**src/rtl/fpu_arbiter.sv**
```systemverilog
// Round-robin arbiter that shares one floating-point execution unit between N_REQ requesters.
// It runs one operation at a time and forces a result and a unit flush if the unit never answers.
//
// state   | meaning
// IDLE    | pick the next requester round-robin and accept its operands
// ISSUE   | pulse unit_valid_o and clear the wait counter
// WAIT    | wait for unit_valid_i, or force a result once TIMEOUT cycles have passed
// RESPOND | pulse rsp_valid_o to the owning requester and advance the pointer
module fpu_arbiter #(
    parameter int N_REQ   = 4,
    parameter int TIMEOUT = 64
) (
    input  logic                 clk_i,
    input  logic                 rst_i,
    input  logic [N_REQ-1:0]     req_valid_i,
    output logic [N_REQ-1:0]     req_ready_o,
    input  logic [2*N_REQ-1:0]   req_op_i,
    input  logic [32*N_REQ-1:0]  req_x_i,
    input  logic [32*N_REQ-1:0]  req_y_i,
    output logic [N_REQ-1:0]     rsp_valid_o,
    output logic [31:0]          rsp_z_o,
    output logic                 rsp_invalid_o,
    output logic                 rsp_overflow_o,
    output logic                 rsp_timeout_o,
    output logic                 busy_o,
    output logic                 unit_valid_o,
    output logic [1:0]           unit_op_o,
    output logic [31:0]          unit_x_o,
    output logic [31:0]          unit_y_o,
    output logic                 unit_rst_o,
    input  logic                 unit_valid_i,
    input  logic [31:0]          unit_z_i,
    input  logic                 unit_invalid_i,
    input  logic                 unit_overflow_i
);
    localparam int IDW = (N_REQ > 1) ? $clog2(N_REQ) : 1;
    localparam int CW  = $clog2(TIMEOUT);
    localparam logic [N_REQ-1:0] ONE_HOT0 = N_REQ'(1);
    localparam logic [CW-1:0]    CNT_LAST = CW'(TIMEOUT - 1);

    typedef enum logic [1:0] {IDLE, ISSUE, WAIT, RESPOND} state_t;

    state_t           state, state_nxt;
    logic [IDW-1:0]   last_grant, id_q, grant_idx, cand;
    logic             grant_found;
    logic [CW-1:0]    cnt;
    logic [1:0]       op_q, sel_op;
    logic [31:0]      x_q, y_q, z_q, sel_x, sel_y;
    logic             inv_q, ovf_q, to_q;
    logic             cnt_expired;

    // Search starts just past the previous winner so every requester gets a turn.
    always_comb begin
        grant_found = 1'b0;
        grant_idx   = '0;
        cand        = '0;
        for (int k = 1; k <= N_REQ; k++) begin
            cand = IDW'((int'(last_grant) + k) % N_REQ);
            if (!grant_found && req_valid_i[cand]) begin
                grant_found = 1'b1;
                grant_idx   = cand;
            end
        end
    end

    assign sel_op      = req_op_i[2*int'(grant_idx) +: 2];
    assign sel_x       = req_x_i[32*int'(grant_idx) +: 32];
    assign sel_y       = req_y_i[32*int'(grant_idx) +: 32];
    assign cnt_expired = (cnt == CNT_LAST);

    always_ff @(posedge clk_i) begin
        if (rst_i) state <= IDLE;
        else       state <= state_nxt;
    end

    always_comb begin
        state_nxt = state;
        case (state)
            IDLE:    if (grant_found) state_nxt = ISSUE;
            ISSUE:   state_nxt = WAIT;
            WAIT:    if (unit_valid_i || cnt_expired) state_nxt = RESPOND;
            RESPOND: state_nxt = IDLE;
            default: state_nxt = IDLE;
        endcase
    end

    always_ff @(posedge clk_i) begin
        if (rst_i) begin
            last_grant <= IDW'(N_REQ - 1);
            id_q       <= '0;
            cnt        <= '0;
            op_q       <= '0;
            x_q        <= '0;
            y_q        <= '0;
            z_q        <= '0;
            inv_q      <= 1'b0;
            ovf_q      <= 1'b0;
            to_q       <= 1'b0;
        end else begin
            case (state)
                IDLE: begin
                    if (grant_found) begin
                        id_q <= grant_idx;
                        x_q  <= sel_x;
                        // SUB becomes ADD with y's sign flipped, NaNs included.
                        case (sel_op)
                            2'd0:    begin op_q <= 2'd0; y_q <= sel_y; end
                            2'd1:    begin op_q <= 2'd0; y_q <= {~sel_y[31], sel_y[30:0]}; end
                            2'd2:    begin op_q <= 2'd1; y_q <= sel_y; end
                            default: begin op_q <= 2'd2; y_q <= sel_y; end
                        endcase
                    end
                end
                ISSUE: cnt <= '0;
                WAIT: begin
                    if (unit_valid_i) begin
                        z_q   <= unit_z_i;
                        inv_q <= unit_invalid_i;
                        ovf_q <= unit_overflow_i;
                        to_q  <= 1'b0;
                    end else if (cnt_expired) begin
                        z_q   <= 32'h7fff_ffff;
                        inv_q <= 1'b1;
                        ovf_q <= 1'b0;
                        to_q  <= 1'b1;
                    end else begin
                        cnt <= cnt + 1'b1;
                    end
                end
                RESPOND: last_grant <= id_q;
                default: ;
            endcase
        end
    end

    // Strobes are masked during reset so a reset cycle never looks like a handshake or response.
    assign req_ready_o    = (!rst_i && state == IDLE && grant_found) ? (ONE_HOT0 << grant_idx) : '0;
    assign rsp_valid_o    = (!rst_i && state == RESPOND) ? (ONE_HOT0 << id_q) : '0;
    assign busy_o         = !rst_i && (state != IDLE);
    assign unit_valid_o   = !rst_i && (state == ISSUE);
    assign unit_rst_o     = !rst_i && (state == WAIT) && cnt_expired && !unit_valid_i;
    assign unit_op_o      = op_q;
    assign unit_x_o       = x_q;
    assign unit_y_o       = y_q;
    assign rsp_z_o        = z_q;
    assign rsp_invalid_o  = inv_q;
    assign rsp_overflow_o = ovf_q;
    assign rsp_timeout_o  = to_q;
endmodule

```
**config.mk**
```make
export PLATFORM = sky130hd
export DESIGN_NAME = fpu_arbiter
export DESIGN_NICKNAME = d
export VERILOG_FILES = /design/src/rtl/fpu_arbiter.sv
export SDC_FILE = /design/constraint.sdc
export NUM_CORES = 1
export LEC_CHECK = 0
export CAP_MARGIN = 20
export CORE_AREA = 2 2 162 164
export DETAILED_ROUTE_END_ITERATION = 16
export DIE_AREA = 0 0 164 166
export PLACE_DENSITY_LB_ADDON = 0.05
export SYNTH_ARGS = -nofsm -noshare
export SYNTH_HDL_FRONTEND = slang
export SYNTH_SLANG_ARGS = --single-unit
```
**constraint.sdc**
```tcl
create_clock -name clk_i -period 4.2 [get_ports clk_i]
set_input_delay 0.42 -clock clk_i [delete_from_list [all_inputs] [get_ports clk_i]]
set_output_delay 0.42 -clock clk_i [all_outputs]
set_load 0.02 [all_outputs]
```
==> results.ini, run 1 <==
[cells_and_area]
instances_no_fill=1388
final_nets=1347
area_growth_pct=85.5
fill_cells=2584
final_cell_mix=clkdlybuf4s50_1 (415), nor2_1 (147), dfxtp_1 (113), a211oi_1 (66), a222oi_1 (63)
layout_commonest_cell=clkdlybuf4s50_1
post-route-util=0.421
drive_gt1_frac=0.0771

[setup_path]
cp.required_ns=3.78
path_max_fanout=24
crit_top_cell=clkdlybuf4s50_1
endpoint_kind=output port
cp_cell_sequence=clkdlybuf4s50_1 > o21ai_1 > o211a_2 > inv_1 > nor2_1 > clkdlybuf4s50_1
slowest_delay_ns=0.63
worstSetupPathType=input pin to output port
crit_buf_inv=3
crit_family=buffers and inverters
crit_arrival_ns=2.85
cp_slowest_cell=clkdlybuf4s50_1
crit_path_start_kind=input pin

[floorplanning]
fp.coreArea_sq_mm=0.0256
fp.dieH_um=166
rows=59
initial_core_util=0.227
die_w_um=164
die_area_sq_mm=0.0272
ioPinCount=417

[logic_synthesis]
synth_area_sq_mm=0.00581
ys_types=51
synth_warnings=0
synth-main-ff-cell=dfxtp_1
synthCells=657
ys_seq_area_frac=0.389
synth_edf_count=0
syn_area_per_cell_sq_um=8.85
synthArstFlopShare=0
synth_seq_cells=113
syn-num-nets=967

[clock_network]
cts_inserted_buffers=17
cts_max_level=4
cts_hold_buffers=0
clk_latency_ns=0.42
cts_setup_buffers=0
cts_tree=done
root_buffer=clkbuf_16
cts_max_path_buffers=2
cts.sinks=113
path_clk_slew_ns=0.05
ctsResizeCount=0

[route]
firstDrtPassIters=5
highest_layer=met5
drc_errors=0
ant_nets=0
drt_iter0_drc=494
vias=6605
drt-met1-wl_um=10400
via_per_inst=4.76
met2_length_um=14100
wl_um=27000
wl_per_cell_um=19.4
met3_length_um=2030

[sta]
fmax_mhz=306
slew_headroom=0.486
rsz0062_at_grt=false
finalClockSkew_ns=0.0147
finalSetupViolCount=0
finalCriticalPeriod_ns=3.27
finalHoldViolCount=0
tightest_slew_ns=0.771
finalCritPeriodShare=0.778
setup_tns_ns=0
drv_slew=0

[placement]
place.gp.congestion=0.768
hpwl_um=20100
dp.cells=1353
numPortBuffers=416

[global_routing]
grt-ovfl-total=0
grt_pass1_vias=6565
antenna_found_initial=4
grt_pass1_wl_um=39800
track_usage=0.194
grt_max_degree=78

[power]
p_leak_nw=3.91
ir_drop_v=0.000341
p_per_area_mw_per_mm2=559

[flow_run]
drv_cap=0

[status]
status=finished, final reports clean

[worst_hold_path]
hold_class=flop to flop

## flip-flops by register name, summed over array words and instances (netlist names)
name / cells
unit_op_o: 2
rsp_overflow_o: 1
last_grant: 2
id_q: 2
unit_y_o: 32
rsp_z_o: 32
state: 2
cnt: 6
rsp_invalid_o: 1
rsp_timeout_o: 1
unit_x_o: 32
## cells by family after synthesis
| group | share of synthesized area |
|---|---|
| compound gates | 0.239 |
| xor+xnor | 0.00151 |
| fa+ha+maj | 0.0108 |
| buf+inv | 0.0581 |
| flops | 0.389 |
| mux | 0.126 |
| simple gates | 0.175 |
## path summary, 6_finish.rpt
path	from	end	slack [ns]	cells past startpoint
min reg2reg	unit_op_o[0]$_SDFFE_PP0P_	unit_op_o[0]$_SDFFE_PP0P_	0.45	2
max reg2reg	last_grant[0]$_SDFFE_PP1N_	unit_y_o[22]$_SDFFE_PP0P_	1.58	6
min	unit_op_o[0]$_SDFFE_PP0P_	unit_op_o[0]$_SDFFE_PP0P_	0.45	2
max	req_valid_i[1]	req_ready_o[2]	0.93	6
## final cells by class
cell class                      count  area [sq um]  share of cell area
Timing Repair Buffer              425          4250               0.395
Sequential cell                   113          2260               0.210
Inverter                           11          41.3             0.00383
Clock buffer                       18           439              0.0407
Tap cell                          335           419              0.0389
Multi-Input combinational cell    469          3230               0.299
Antenna cell                        3          7.51            0.000696
Clock inverter                     14           130              0.0121
## synth_stat cells (2+ instances only)
cell / count / area (sq um)
a211oi_1: 66 / 495
a21oi_1: 10 / 50.1
a222oi_1: 63 / 631
a32oi_1: 3 / 26.3
and2_1: 7 / 43.8
and3_1: 4 / 25.0
buf_2: 9 / 45.0
buf_6: 6 / 67.6
clkbuf_1: 49 / 184
dfxtp_1: 113 / 2260
ha_1: 5 / 62.6
inv_1: 11 / 41.3
mux2_1: 33 / 372
mux2_2: 30 / 338
mux2i_1: 2 / 20.0
nand2_1: 13 / 48.8
nand2b_1: 4 / 25.0
nand3_1: 5 / 25.0
nor2_1: 147 / 552
nor2b_1: 5 / 31.3
nor3_1: 36 / 180
o21ai_0: 4 / 20.0
or2_2: 2 / 12.5
or3_1: 3 / 18.8
## per-stage QoR
stage	cell area (sq um)	total power [mW]	setup slack [ns]	hold WS [ns]
global placement	10200	4.70	0.911	0.444
floorplan	5810	3.27	1.87	0.444
CTS	10800	6.12	0.908	0.455
global route	10800	6.41	0.803	0.476
finish	10800	6.03	0.934	0.454
detailed placement	10200	4.69	0.885	0.448
## where the power goes
| group | internal (mW) | switching (mW) |
|---|---|---|
| logic | 1.38 | 1.59 |
| clock network | 0.835 | 0.555 |
| registers | 1.45 | 0.213 |
## metal layers
metal | vias up | global-route usage
met5 | - | 0
met4 | 2 | 0.0568
met3 | 24 | 0.0582
met2 | 258 | 0.348
met1 | 3053 | 0.220
li1 | 3268 | -
## worst reg2reg max path, delay by kind of cell (launching register included)
family	cells	cell delay, ns
buf+inv	1	0.33
flops	1	0.48
compound gates	3	1.05
simple gates	2	0.62
(Power assumes the default switching activity.)
==> run 2, diff against run 1 <==
==> constraint.sdc (replaced) <==
create_clock -name clk_i -period 3.2 [get_ports clk_i]
set_input_delay 0.32 -clock clk_i [delete_from_list [all_inputs] [get_ports clk_i]]
set_output_delay 0.32 -clock clk_i [all_outputs]
set_load 0.02 [all_outputs]
==> run 2 against run 1 <==
  * Register-to-register slack worse by 0.73 ns
  * Routed wire length up 0.84%
  * Worst setup slack worse by 0.55 ns
  * Core utilization up 0.48 points
  * Critical path depth unchanged
  * Cell count up 0.58%
  * Power up 35%
  * Largest power group unchanged
  * Combinational power up 33%
  * Sequential cell count unchanged
  * Sequential share of layout area down 0.24 points
  * Sequential power up 31%
==> results.ini, run 2 (synthesis gave the netlist of run 1 again) <==
[floorplanning]
die_area_sq_mm=0.0272
ioPinCount=417
initial_core_util=0.227
die_w_um=164
fp.dieH_um=166
rows=59
fp.coreArea_sq_mm=0.0256

[placement]
post_dp_cell_area_sq_mm=0.0103
hpwl_um=20200
place.gp.congestion=0.763
numPortBuffers=416
dp.cells=1360

[setup_path]
crit_path_start_kind=input pin
cp.required_ns=2.88
r2r_slack_ns=0.85
timing.rr.end=unit_x_o[5]$_SDFFE_PP0P_
crit_end=req_ready_o[0]
endpoint_kind=output port
cp_cell_sequence=clkdlybuf4s50_1 > nor2_2 > a21boi_0 > nor2_1 > nor2_1 > clkdlybuf4s50_1
reg2reg_from=last_grant[0]$_SDFFE_PP1N_
worstSetupPathType=input pin to output port
cp_slowest_cell=clkdlybuf4s50_1
path_max_fanout=7
r2r_cells=7
worstSetupStartpoint=req_valid_i[2]
crit_arrival_ns=2.50
slowest_delay_ns=0.65

[global_routing]
grt_pass1_vias=6720
antenna_found_initial=5
track_usage=0.196
grt_pass1_wl_um=40400
grt_max_degree=132
grt-ovfl-total=0

[worst_hold_path]
hold_class=input pin to flop

[sta]
setup_tns_ns=0
drv_slew=0
rsz0062_at_grt=false
slew_headroom=0.509
finalClockSkew_ns=0.0141
fmax_mhz=355
finalHoldViolCount=0
finalCriticalPeriod_ns=2.82
tightest_slew_ns=0.736
finalSetupViolCount=0
finalCritPeriodShare=0.880

[clock_network]
cts_max_path_buffers=2
cts.sinks=113
clk_latency_ns=0.42
cts_tree=done
cts_max_level=4
ctsResizeCount=0
root_buffer=clkbuf_16
path_clk_slew_ns=0.06
cts_setup_buffers=0
cts_inserted_buffers=17
cts_hold_buffers=0

[cells_and_area]
fill_cells=2537
drive_gt1_frac=0.0851
multi_input_area_sq_mm=0.00323
final_nets=1354
final_cell_mix=clkdlybuf4s50_1 (413), nor2_1 (147), dfxtp_1 (113), a211oi_1 (66), a222oi_1 (63)
instances_no_fill=1396
regArea_sq_mm=0.00226
fin_area_sq_mm=0.0109
layout_commonest_cell=clkdlybuf4s50_1
area_growth_pct=87.6

[power]
ir_drop_v=0.000498
p_leak_nw=3.97
p_per_area_mw_per_mm2=746

[route]
firstDrtPassIters=5
wl_per_cell_um=19.5
via_per_inst=4.76
drc_errors=0
wl_um=27200
vias=6649
ant_nets=0
drt_iter0_drc=512

[flow_run]
drv_cap=0

[status]
status=finished, final reports clean

run 2: cell count changes in the layout (fill, tap and decap cells not counted):
cell / previous run / this run
buf_4: 8 / 15
inv_6: 4 / 9
clkinv_2: 3 / 0
clkinv_4: 4 / 1
buf_12: 2 / 4
bufinv_16: 1 / 3
clkdlybuf4s50_1: 415 / 413
clkbuf_8: 1 / 0
diode_2: 3 / 4
run 2: worst min path at each step:
stage / startpoint / slack [ns] / to / cells past startpoint
floorplan: unit_valid_i / 0.42 / rsp_timeout_o$_SDFFE_PP0P_ / 1
global placement: unit_op_o[1]$_SDFFE_PP0P_ / 0.44 / unit_op_o[1]$_SDFFE_PP0P_ / 2
detailed placement: unit_op_o[1]$_SDFFE_PP0P_ / 0.45 / unit_op_o[1]$_SDFFE_PP0P_ / 2
CTS: rst_i / 0.42 / rsp_overflow_o$_SDFFE_PP0P_ / 2
global route: rst_i / 0.43 / rsp_overflow_o$_SDFFE_PP0P_ / 2
finish: rst_i / 0.42 / rsp_overflow_o$_SDFFE_PP0P_ / 2
run 2: critical path: cells and delay by family:
family | cells | cell delay, ns
buf+inv | 2 | 1.22
simple gates | 3 | 0.58
compound gates | 1 | 0.38
run 2: report_power, final:
group	internal [mW]	leakage (nW)	switching [mW]	total [mW]
logic	1.85	2.75	2.10	3.95
clock network	1.25	0.297	0.769	2.02
registers	1.90	0.931	0.264	2.17
run 2: final cells by class:
class	count	share of cell area
Tap cell	335	0.0384
Antenna cell	4	0.000918
Clock buffer	17	0.0390
Multi-Input combinational cell	469	0.296
Timing Repair Buffer	432	0.397
Inverter	11	0.00379
Sequential cell	113	0.207
Clock inverter	15	0.0177
run 2: stage by stage:
stage | power (mW) | utilization | setup slack, ns | hold WS (ns)
2_1_floorplan | 4.30 | - | 0.974 | 0.419
3_3_place_gp | 6.19 | 0.401 | 0.366 | 0.441
3_5_place_dp | 6.18 | 0.401 | 0.380 | 0.448
4_1_cts | 8.25 | 0.425 | 0.387 | 0.422
5_1_grt | 8.64 | 0.425 | 0.251 | 0.435
6_report | 8.13 | 0.426 | 0.383 | 0.423
run 2: layer usage:
layer | track usage | wire, um | vias up
met5 | 0 | 12 | -
met4 | 0.0606 | 515 | 2
met3 | 0.0599 | 1960 | 28
met2 | 0.346 | 13900 | 242
met1 | 0.225 | 10800 | 3086
li1 | - | - | 3291
==> run 3, diff against run 2 <==
--- a/config.mk
+++ b/config.mk
@@ -13,3 +13,4 @@
 export SYNTH_ARGS = -nofsm -noshare
 export SYNTH_HDL_FRONTEND = slang
 export SYNTH_SLANG_ARGS = --single-unit
+export TNS_END_PERCENT = 10
==> results of run 3 <==
No change in the layout: final DEF, timing and power equal those of run 2.
